`src/rtl/rra_grant_sequencer_if.sv`:
```
// Bus bundle for rra_grant_sequencer: APB-style register port plus request/grant lines.
// The master modport belongs to the bus/client side and the slave modport to the sequencer.
interface rra_grant_sequencer_if #(
  parameter int unsigned NUM_REQUESTS = 8,
  parameter int unsigned IDX_W        = $clog2(NUM_REQUESTS)
);
  logic                    PSel_i;
  logic                    PWrite_i;
  logic [7:0]              PAddr_i;
  logic [31:0]             PWData_i;
  logic [31:0]             PRData_o;
  logic [NUM_REQUESTS-1:0] req_i;
  logic [NUM_REQUESTS-1:0] done_i;
  logic [NUM_REQUESTS-1:0] gnt_o;
  logic [IDX_W-1:0]        gnt_idx_o;
  logic                    busy_o;

  modport master (
    output PSel_i,
    output PWrite_i,
    output PAddr_i,
    output PWData_i,
    output req_i,
    output done_i,
    input  PRData_o,
    input  gnt_o,
    input  gnt_idx_o,
    input  busy_o
  );

  modport slave (
    input  PSel_i,
    input  PWrite_i,
    input  PAddr_i,
    input  PWData_i,
    input  req_i,
    input  done_i,
    output PRData_o,
    output gnt_o,
    output gnt_idx_o,
    output busy_o
  );
endinterface

```
`src/rtl/rra_grant_sequencer.sv`:
```
// Round-robin grant sequencer with APB control/status registers.
// Each grant is held until done, request drop, disable or timeout, followed by a one-cycle gap.
module rra_grant_sequencer #(
  parameter int unsigned NUM_REQUESTS = 8,
  parameter int unsigned IDX_W        = $clog2(NUM_REQUESTS)
) (
  input logic                 Pclk_i,
  input logic                 PResetn_i,
  rra_grant_sequencer_if.slave bus
);

  localparam logic [1:0] IDLE    = 2'd0;
  localparam logic [1:0] GRANT   = 2'd1;
  localparam logic [1:0] RELEASE = 2'd2;

  localparam logic [7:0] ADDR_CTRL   = 8'h00;
  localparam logic [7:0] ADDR_STATUS = 8'h04;
  localparam logic [7:0] ADDR_TOCLR  = 8'h08;

  localparam logic [IDX_W-1:0] LAST_IDX = IDX_W'(NUM_REQUESTS - 1);
  localparam logic [IDX_W:0]   NUM_EXT  = (IDX_W+1)'(NUM_REQUESTS);

  logic [1:0]              state;
  logic [IDX_W-1:0]        ptr;
  logic [IDX_W-1:0]        gnt_idx;
  logic [NUM_REQUESTS-1:0] gnt;
  logic                    busy;

  logic                    ctrl_en;
  logic [3:0]              ctrl_t;
  logic [3:0]              t_lat;
  logic [3:0]              tcnt;
  logic [7:0]              to_count;
  logic [31:0]             prdata;

  logic                    wr_en;
  logic                    rd_en;
  logic                    toclr_wr;
  logic [IDX_W-1:0]        sel;
  logic                    sel_valid;
  logic [IDX_W:0]          cand;
  logic [NUM_REQUESTS-1:0] sel_onehot;
  logic [IDX_W-1:0]        idx_next;
  logic                    rel_early;
  logic                    rel_timeout;
  logic                    release_now;
  logic                    arb_now;
  logic                    timeout_hit;
  logic [31:0]             rd_mux;

  assign wr_en    = bus.PSel_i & bus.PWrite_i;
  assign rd_en    = bus.PSel_i & ~bus.PWrite_i;
  assign toclr_wr = wr_en && (bus.PAddr_i == ADDR_TOCLR);

  // First set request at or above ptr, wrapping past the top requester.
  always_comb begin
    sel       = '0;
    sel_valid = 1'b0;
    cand      = '0;
    for (int unsigned i = 0; i < NUM_REQUESTS; i++) begin
      cand = {1'b0, ptr} + (IDX_W+1)'(i);
      if (cand >= NUM_EXT) begin
        cand = cand - NUM_EXT;
      end
      if (!sel_valid && bus.req_i[cand[IDX_W-1:0]]) begin
        sel_valid = 1'b1;
        sel       = cand[IDX_W-1:0];
      end
    end
  end

  assign sel_onehot = NUM_REQUESTS'(1) << sel;
  assign idx_next   = (gnt_idx == LAST_IDX) ? '0 : gnt_idx + IDX_W'(1);

  assign rel_early   = bus.done_i[gnt_idx] | ~bus.req_i[gnt_idx] | ~ctrl_en;
  assign rel_timeout = (t_lat != 4'd0) && (tcnt == t_lat - 4'd1);
  assign release_now = (state == GRANT) && (rel_early || rel_timeout);
  assign timeout_hit = (state == GRANT) && rel_timeout && !rel_early;

  // The release cycle also arbitrates (ptr is already advanced on the exit
  // edge), so back-to-back grants see exactly one idle gnt cycle between them.
  assign arb_now = ((state == IDLE) || (state == RELEASE)) && ctrl_en && sel_valid;

  always_ff @(posedge Pclk_i or negedge PResetn_i) begin
    if (!PResetn_i) begin
      state   <= IDLE;
      ptr     <= '0;
      gnt_idx <= '0;
      gnt     <= '0;
      busy    <= 1'b0;
      t_lat   <= '0;
      tcnt    <= '0;
    end else begin
      case (state)
        IDLE, RELEASE: begin
          if (arb_now) begin
            state   <= GRANT;
            gnt     <= sel_onehot;
            gnt_idx <= sel;
            busy    <= 1'b1;
            t_lat   <= ctrl_t;
            tcnt    <= '0;
          end else begin
            state <= IDLE;
          end
        end
        GRANT: begin
          if (release_now) begin
            state <= RELEASE;
            gnt   <= '0;
            busy  <= 1'b0;
            ptr   <= idx_next;
          end else begin
            tcnt <= tcnt + 4'd1;
          end
        end
        default: begin
          state <= IDLE;
          gnt   <= '0;
          busy  <= 1'b0;
        end
      endcase
    end
  end

  always_ff @(posedge Pclk_i or negedge PResetn_i) begin
    if (!PResetn_i) begin
      ctrl_en <= 1'b0;
      ctrl_t  <= '0;
    end else if (wr_en && (bus.PAddr_i == ADDR_CTRL)) begin
      ctrl_en <= bus.PWData_i[0];
      ctrl_t  <= bus.PWData_i[7:4];
    end
  end

  always_ff @(posedge Pclk_i or negedge PResetn_i) begin
    if (!PResetn_i) begin
      to_count <= '0;
    end else if (toclr_wr) begin
      to_count <= '0;
    end else if (timeout_hit && (to_count != 8'hFF)) begin
      to_count <= to_count + 8'd1;
    end
  end

  always_comb begin
    rd_mux = '0;
    case (bus.PAddr_i)
      ADDR_CTRL: begin
        rd_mux[0]   = ctrl_en;
        rd_mux[7:4] = ctrl_t;
      end
      ADDR_STATUS: begin
        rd_mux[IDX_W-1:0] = gnt_idx;
        rd_mux[8]         = busy;
        rd_mux[23:16]     = to_count;
      end
      default: rd_mux = '0;
    endcase
  end

  always_ff @(posedge Pclk_i or negedge PResetn_i) begin
    if (!PResetn_i) begin
      prdata <= '0;
    end else if (rd_en) begin
      prdata <= rd_mux;
    end
  end

  assign bus.PRData_o  = prdata;
  assign bus.gnt_o     = gnt;
  assign bus.gnt_idx_o = gnt_idx;
  assign bus.busy_o    = busy;

  a_gnt_onehot: assert property (@(posedge Pclk_i) disable iff (!PResetn_i) $onehot0(gnt));
  a_busy_match: assert property (@(posedge Pclk_i) disable iff (!PResetn_i) busy == (|gnt));

endmodule

```
`src/flat_wrapper.sv`:
```
// flat-port wrapper written by rule: the top's interface ports become plain ports
module rra_grant_sequencer_flat 
#(
  parameter int unsigned NUM_REQUESTS = 8,
  parameter int unsigned IDX_W        = $clog2(NUM_REQUESTS)
)
  (Pclk_i, PResetn_i, bus_PSel_i, bus_PWrite_i, bus_PAddr_i, bus_PWData_i, bus_req_i, bus_done_i, bus_PRData_o, bus_gnt_o, bus_gnt_idx_o, bus_busy_o);
  rra_grant_sequencer_if #(.NUM_REQUESTS(NUM_REQUESTS), .IDX_W(IDX_W)) bus_i ();
  input logic Pclk_i;
  input logic PResetn_i;
  input wire logic [$bits(bus_i.PSel_i)-1:0] bus_PSel_i;
  input wire logic [$bits(bus_i.PWrite_i)-1:0] bus_PWrite_i;
  input wire logic [$bits(bus_i.PAddr_i)-1:0] bus_PAddr_i;
  input wire logic [$bits(bus_i.PWData_i)-1:0] bus_PWData_i;
  input wire logic [$bits(bus_i.req_i)-1:0] bus_req_i;
  input wire logic [$bits(bus_i.done_i)-1:0] bus_done_i;
  output wire logic [$bits(bus_i.PRData_o)-1:0] bus_PRData_o;
  output wire logic [$bits(bus_i.gnt_o)-1:0] bus_gnt_o;
  output wire logic [$bits(bus_i.gnt_idx_o)-1:0] bus_gnt_idx_o;
  output wire logic [$bits(bus_i.busy_o)-1:0] bus_busy_o;
  assign bus_i.PSel_i = bus_PSel_i;
  assign bus_i.PWrite_i = bus_PWrite_i;
  assign bus_i.PAddr_i = bus_PAddr_i;
  assign bus_i.PWData_i = bus_PWData_i;
  assign bus_i.req_i = bus_req_i;
  assign bus_i.done_i = bus_done_i;
  assign bus_PRData_o = bus_i.PRData_o;
  assign bus_gnt_o = bus_i.gnt_o;
  assign bus_gnt_idx_o = bus_i.gnt_idx_o;
  assign bus_busy_o = bus_i.busy_o;
  rra_grant_sequencer #(.NUM_REQUESTS(NUM_REQUESTS), .IDX_W(IDX_W)) u_core (.Pclk_i(Pclk_i), .PResetn_i(PResetn_i), .bus(bus_i));
endmodule
```
`config.mk`:
```
export PLATFORM = sky130hd
export DESIGN_NAME = rra_grant_sequencer_flat
export DESIGN_NICKNAME = d
export VERILOG_FILES = /design/src/rtl/rra_grant_sequencer_if.sv /design/src/rtl/rra_grant_sequencer.sv /design/src/flat_wrapper.sv
export SDC_FILE = /design/constraint.sdc
export NUM_CORES = 1
export LEC_CHECK = 0
export BUFFER_PORTS_ARGS = -buffer_cell sky130_fd_sc_hd__buf_2
export CAP_MARGIN = 20
export CORE_ASPECT_RATIO = 0.9
export CORE_MARGIN = 2
export CORE_UTILIZATION = 31
export DETAILED_ROUTE_END_ITERATION = 8
export PLACE_DENSITY = 0.62
export SLEW_MARGIN = 40
export SYNTH_ARGS = -nofsm -noshare
export SYNTH_HDL_FRONTEND = slang
export SYNTH_SLANG_ARGS = --single-unit
```
`constraint.sdc`:
```
create_clock -name Pclk_i -period 3.4 [get_ports Pclk_i]
set_input_delay 0.51 -clock Pclk_i [delete_from_list [all_inputs] [get_ports Pclk_i]]
set_output_delay 0.51 -clock Pclk_i [all_outputs]
set_load 0.02 [all_outputs]
```
==> summary.txt, run 1 <==
Status: complete, no violations
Post-Layout Cell Count: 549
WP data required: 3.60 ns
P_int: 1940 µW
Cell area power density: 848 nW/µm²
Met3 Wirelength: 339 µm
Max-slew headroom: 50.6%
CP max FO: 8
Clock power share: 15.0%
Synth unique cells: 58
Clock latency on the worst-skew pair: 0.29 ns
Slew @ Worst Pin: 0.741 ns
Layout cell share with drive strength beyond 1: 30.5%
Vias in the first global route: 2734
Cells along the critical path: inv_1 -> ha_2 -> mux4_2 -> a22o_1 -> o22ai_1 -> a21oi_1 -> o311ai_1 -> o21ai_1 -> o31ai_1
GRT overflow: 0
Area of the core: 10900 µm²
Yosys top cell area share: 39.2%
Antenna Violating Nets Remaining: 0
Clock sinks: 54
Most frequent cells after synthesis: 54 x dfrtp_1, 31 x nand2_1, 28 x nor2_1
I/O pins: 104
LEAKAGE: 0.00189 µW
Worst-case clock buffer depth: 2
Endpoint class of the critical path: flip-flop
Dpl cells: 541
Area grow syn2layout: 17.7%
Crit path DAT: 3.33 ns
Mean Syn Cell Area: 10.5 µm²
Placer Congestion: 0.799
Tcrit/Tclk final: 92.2%
Max Clock Freq: 319 MHz
Num CTS Buffers: 5
Drt wl/cell: 14.9 µm
Flops & latches, synth: 54
CP top delay family: compound AO/OA/AOI/OAI gates
DR pass1 iterations: 4
Die area: 12000 µm²
Tmin final: 3.13 ns
CTS tree: built
Final setup fails: 0
Clk slew on worst S/H paths: 0.07 ns
# diodes: 0
Met2 wire len: 3860 µm
Total power: 3440 µW
First-pass GRT wire length: 13700 µm
Cell count after synthesis: 330
Reg power frac: 24.5%
Starting Density: 31.8%
CP bufs+invs: 1
Sw Share: 43.7%
Post-DP HPWL: 6230 µm
Fin. Hold Viols: 0
Final slew viol count: 0
Synth warnings: 0
Total Routing Usage GR: 14.3%
CP max stage cell: mux4_2
Hold Path Class: in -> async
H-tree Lvls: 2
Die height: 104 µm
Initial DRC Count: 115
Number of port buffers: 60
TNS Setup: 0 ns
Top-count cell post-synth: dfrtp_1
Vias: 2738
Number of max-cap violations: 0
Sequential area share after synthesis: 39.2%
Die X: 115 µm
CTS Root Cell: clkbuf_16
VDD IR max: 0.000286 V
Drt total wl: 8190 µm
Ys flop type: dfrtp_1
Vias/cell: 4.99
Final #Nets: 464
Synthesized area: 3450 µm²
Crit start category: flip-flop
Ranking of synthesized cells by area: dfrtp_1 39%, mux4_2 7.2%, mux2_2 5.5%
Largest net degree at the start of global routing: 30
Post-synth EDFFs: 0
RSZ-0062 raised after global routing: false
Async S/R FF share, synth: 100%
Clock Skews: 0.00485 ns
Max layer used: met4
Crit path kind: reg -> reg
Combinational group share of total power: 60.4%
Crit-path max cell delay: 0.57 ns
Leading area contributor after synthesis: dfrtp_1
Met1 wire length: 3880 µm
Site row count: 36
Sw power: 1510 µW
Residual DRC count: 0
Initial antenna violation count: 0
==> area by class of cell <==
| class | instances | area [µm²] |
|---|---|---|
| multi-input cells | 245 | 1910 |
| inverters | 19 | 71.3 |
| repair buffers | 71 | 383 |
| fillers | 1071 | 6790 |
| well taps | 152 | 190 |
| flip-flops and latches | 54 | 1350 |
| clock buffers | 6 | 139 |
| clock inverters | 2 | 12.5 |
==> through the flow <==
step	util, %	worst slack (ns)	area (µm²)	hold slack [ns]
final	37.4	0.265	4060	0.243
after global routing	37.4	0.0364	4060	0.319
after CTS	37.4	0.205	4060	0.271
after detailed placement	36.0	0.212	3910	0.475
after global placement	36.0	0.308	3910	0.475
after floorplan	-	0.117	3510	0.214
==> cells in the final DEF, fill, tap and decap left out, drive strengths merged, types with 6 or more instances in the layout <==
cell type and n:
nor3 12, conb 16, a22o 16, inv 19, mux4 13, mux2 18
clkbuf 6, buf 71, dfrtp 54, o32ai 6, nand2 32, nor2 29
mux2i 10, xnor2 11, ha 8, o21ai 12
==> path summary, 6_finish.rpt <==
path	start	end	slack [ns]	depth (start not counted)
worst min register to register	u_core.bus.gnt_o[4]	u_core.bus.gnt_o[4]	0.49	2
worst min-delay path	PResetn_i	u_core.bus.PRData_o[6]	0.24	1
worst max-delay path	u_core.ptr[1]	u_core.bus.gnt_o[5]	0.27	9
worst max register to register	u_core.ptr[1]	u_core.bus.gnt_o[5]	0.27	9
min in group Pclk_i	bus_PWData_i[4]	u_core.ctrl_t[0]	0.44	2
max in group asynchronous	PResetn_i	u_core.to_count[1]	2.37	2
==> cell families (layout without fill, tap and decap cells) <==
family          Yosys count  after routing  share of synthesized area (%)
fa+ha+maj                 8              8                           2.90
other cells               1             16                          0.109
xor+xnor                 16             16                           4.06
compound gates           66             66                           15.7
buf+inv                  46             98                           7.11
simple gates             98             98                           13.4
mux                      41             41                           17.6
flops                    54             54                           39.2
==> per-layer routing <==
metal	vias to the layer above	GRT usage, %
met3	10	3.32
met5	-	0
met2	52	21.8
met4	0	4.22
li1	1313	-
met1	1363	20.1
==> sequential cells by signal (all words and copies together) (netlist names) <==
name	flops
u_core.ptr	3
u_core.bus.gnt_o	8
u_core.bus.busy_o	1
u_core.to_count	8
u_core.ctrl_en	1
u_core.ctrl_t	4
u_core.tcnt	4
u_core.state	2
u_core.bus.gnt_idx_o	3
u_core.bus.PRData_o	16
u_core.t_lat	4
==> power by group through the flow <==
| stage | clock, µW | sequential, µW | combinational, µW |
|---|---|---|---|
| after floorplan | 0 | 852 | 1580 |
| after global placement | 0 | 852 | 2000 |
| after detailed placement | 0 | 856 | 2050 |
| after CTS | 535 | 845 | 2060 |
| after global routing | 560 | 858 | 2270 |
| final | 518 | 845 | 2080 |
==> what timing repair did <==
| item | 4_1_cts | 5_1_grt |
|---|---|---|
| gates resized for setup | 0 | 1 |
| setup endpoints to repair | 0 | 1 |
| hold buffers | 0 | 0 |
| buffers inserted | 0 | 0 |
Note: power is estimated with default switching activity, not from simulation.
==> inputs of run 2 (changes only) <==
==> constraint.sdc (replaced) <==
create_clock -name Pclk_i -period 2.6 [get_ports Pclk_i]
set_input_delay 0.26 -clock Pclk_i [delete_from_list [all_inputs] [get_ports Pclk_i]]
set_output_delay 0.26 -clock Pclk_i [all_outputs]
set_load 0.02 [all_outputs]
==> run 2 against run 1 <==
The run now ends with negative setup slack left. Clock power up 50%. Combinational power up 82%. First-iteration DRC count up 110%. Via count up 6.3%. Hold slack worse by 0.058 ns. Sequential share of layout area down 3.7 points. Highest routed layer unchanged. Non-clock buffer count up 35. Die area unchanged. Sequential cell count unchanged. Final cell count up 6.4%. Critical path type unchanged. Largest cell class unchanged. Cell area up 13%. Wire length up 4.8%.
==> summary.txt, run 2 (synthesis gave the netlist of run 1 again) <==
Slew @ Worst Pin: 0.729 ns
Fin. Hold Viols: 0
Die area: 12000 µm²
LEAKAGE: 0.00214 µW
Status: complete, but fails checks
Total Routing Usage GR: 14.7%
Final worst slack: -0.220 ns
RSZ-0062 raised after global routing: true
Drt wl/cell: 14.7 µm
Clock sinks: 54
Total power: 5690 µW
Commonest non-fill, non-tap cell in the layout: buf_2
Max Clock Freq: 355 MHz
Starting Density: 31.8%
Clock latency on the worst-skew pair: 0.29 ns
Initial DRC Count: 239
First-pass GRT wire length: 14200 µm
Crit path kind: reg -> reg
Hold Path Class: in -> reg
CTS tree: built
Placer Congestion: 0.920
Layout cell share with drive strength beyond 1: 42.1%
Crit start category: flip-flop
Hold_ws: 0.185 ns
Die X: 115 µm
Combinational group share of total power: 66.6%
Reg power frac: 19.7%
Endpoint class of the critical path: flip-flop
Sw Share: 41.9%
Clock power share: 13.7%
Site row count: 36
Worst-case clock buffer depth: 2
Critical path launch point: u_core.ptr[1]
Final slew viol count: 0
Commonest non-fill, non-tap cells in the layout: 60 x buf_2, 54 x dfrtp_1, 42 x buf_4
Initial antenna violation count: 0
Failing checks: negative setup slack
Number of port buffers: 60
FF-to-FF Start: u_core.ptr[1]
Clock Skews: 0.0111 ns
Post-DP HPWL: 6560 µm
Flop-to-flop setup slack: -0.22 ns
WP data required: 2.78 ns
Area of the core: 10900 µm²
Residual DRC count: 0
Min-delay src: bus_PWData_i[0]
Area after DPL: 4180 µm²
Vias/cell: 4.98
CTS Root Cell: clkbuf_16
Worst slack at placement: -0.295 ns
Sw power: 2380 µW
DR pass1 iterations: 4
Tmin final: 2.82 ns
Max-slew headroom: 51.4%
Antenna Violating Nets Remaining: 0
Vias in the first global route: 2925
Num CTS Buffers: 5
Tcrit/Tclk final: 108%
Final #Nets: 499
Largest net degree at the start of global routing: 21
Drt total wl: 8580 µm
Clk slew on worst S/H paths: 0.07 ns
Cell area power density: 1240 nW/µm²
Vias: 2910
VDD IR max: 0.000505 V
P_int: 3300 µW
Final Instance Area: 4570 µm²
I/O pins: 104
GRT overflow: 0
Crit path DAT: 3.00 ns
Die height: 104 µm
Largest register FFs: 16
Area grow syn2layout: 32.5%
Final setup fails: 20
Number of max-cap violations: 0
H-tree Lvls: 2
# diodes: 0
Post-Layout Cell Count: 584
CP max FO: 8
Dpl cells: 571
==> run 2: cell types whose count changed in the layout (fill, tap and decap cells not counted), sizes merged <==
cell	before	now
clkinv	1	0
bufinv	0	1
buf	71	105
dlygate4sd3	0	1
clkinvlp	1	0
inv	19	20
==> run 2: stage by stage <==
stage	setup TNS (ns)	utilization [%]
floorplan	-4.44	-
CTS	-2.68	41.0
global placement	-2.74	38.5
global route	-5.13	42.1
finish	-2.66	42.1
detailed placement	-4.00	38.5
==> run 2: final cells by class <==
cell class | count | area, µm²
sequential | 54 | 1350
timing repair buffer | 106 | 659
tap | 152 | 190
clock inverter | 2 | 38.8
clock buffer | 6 | 139
fill | 1043 | 6280
multi-input combinational | 245 | 2120
inverter | 19 | 71.3
==> run 2: worst paths after layout <==
path | to | depth (start not counted)
setup / recovery | u_core.bus.gnt_o[3] | 9
hold / removal | u_core.ctrl_en | 3
setup reg to reg | u_core.bus.gnt_o[3] | 9
hold reg to reg | u_core.bus.PRData_o[5] | 1
max in group asynchronous | u_core.bus.PRData_o[2] | 3
min in group asynchronous | u_core.bus.PRData_o[4] | 2
==> run 2: worst max-delay path, stage by stage, from the launching register on <==
cell       delay (ns)
dfrtp_1          0.39
inv_2            0.07
ha_4             0.33
mux2_2           0.36
mux4_2           0.53
o32ai_4          0.17
nand2_2          0.10
a2bb2oi_2        0.15
a221o_1          0.34
a32o_1           0.27
==> run 2: metal layers <==
metal | part of all wire [%] | track usage, % | vias to the layer above
met3 | 3.6 | 3.15 | 17
met4 | 2.4 | 4.65 | 0
met1 | 46 | 19.9 | 1445
met2 | 48 | 23.4 | 65
met5 | 0 | 0 | -
li1 | - | - | 1383
==> run 2: timing repair <==
action	CTS	global route
setup endpoints to repair	21	22
resized for setup	16	22
setup buffers	2	2
hold buffers	1	0
hold endpoints to repair	17	0
pin swaps	11	14
==> run 2: power groups by stage <==
stage | clock (µW) | combinational, µW | sequential (µW)
final | 777 | 3790 | 1120
after global routing | 828 | 4080 | 1140
after CTS | 792 | 3480 | 1120
after detailed placement | 0 | 3250 | 1130
after global placement | 0 | 3190 | 1130
after floorplan | 0 | 2220 | 1120
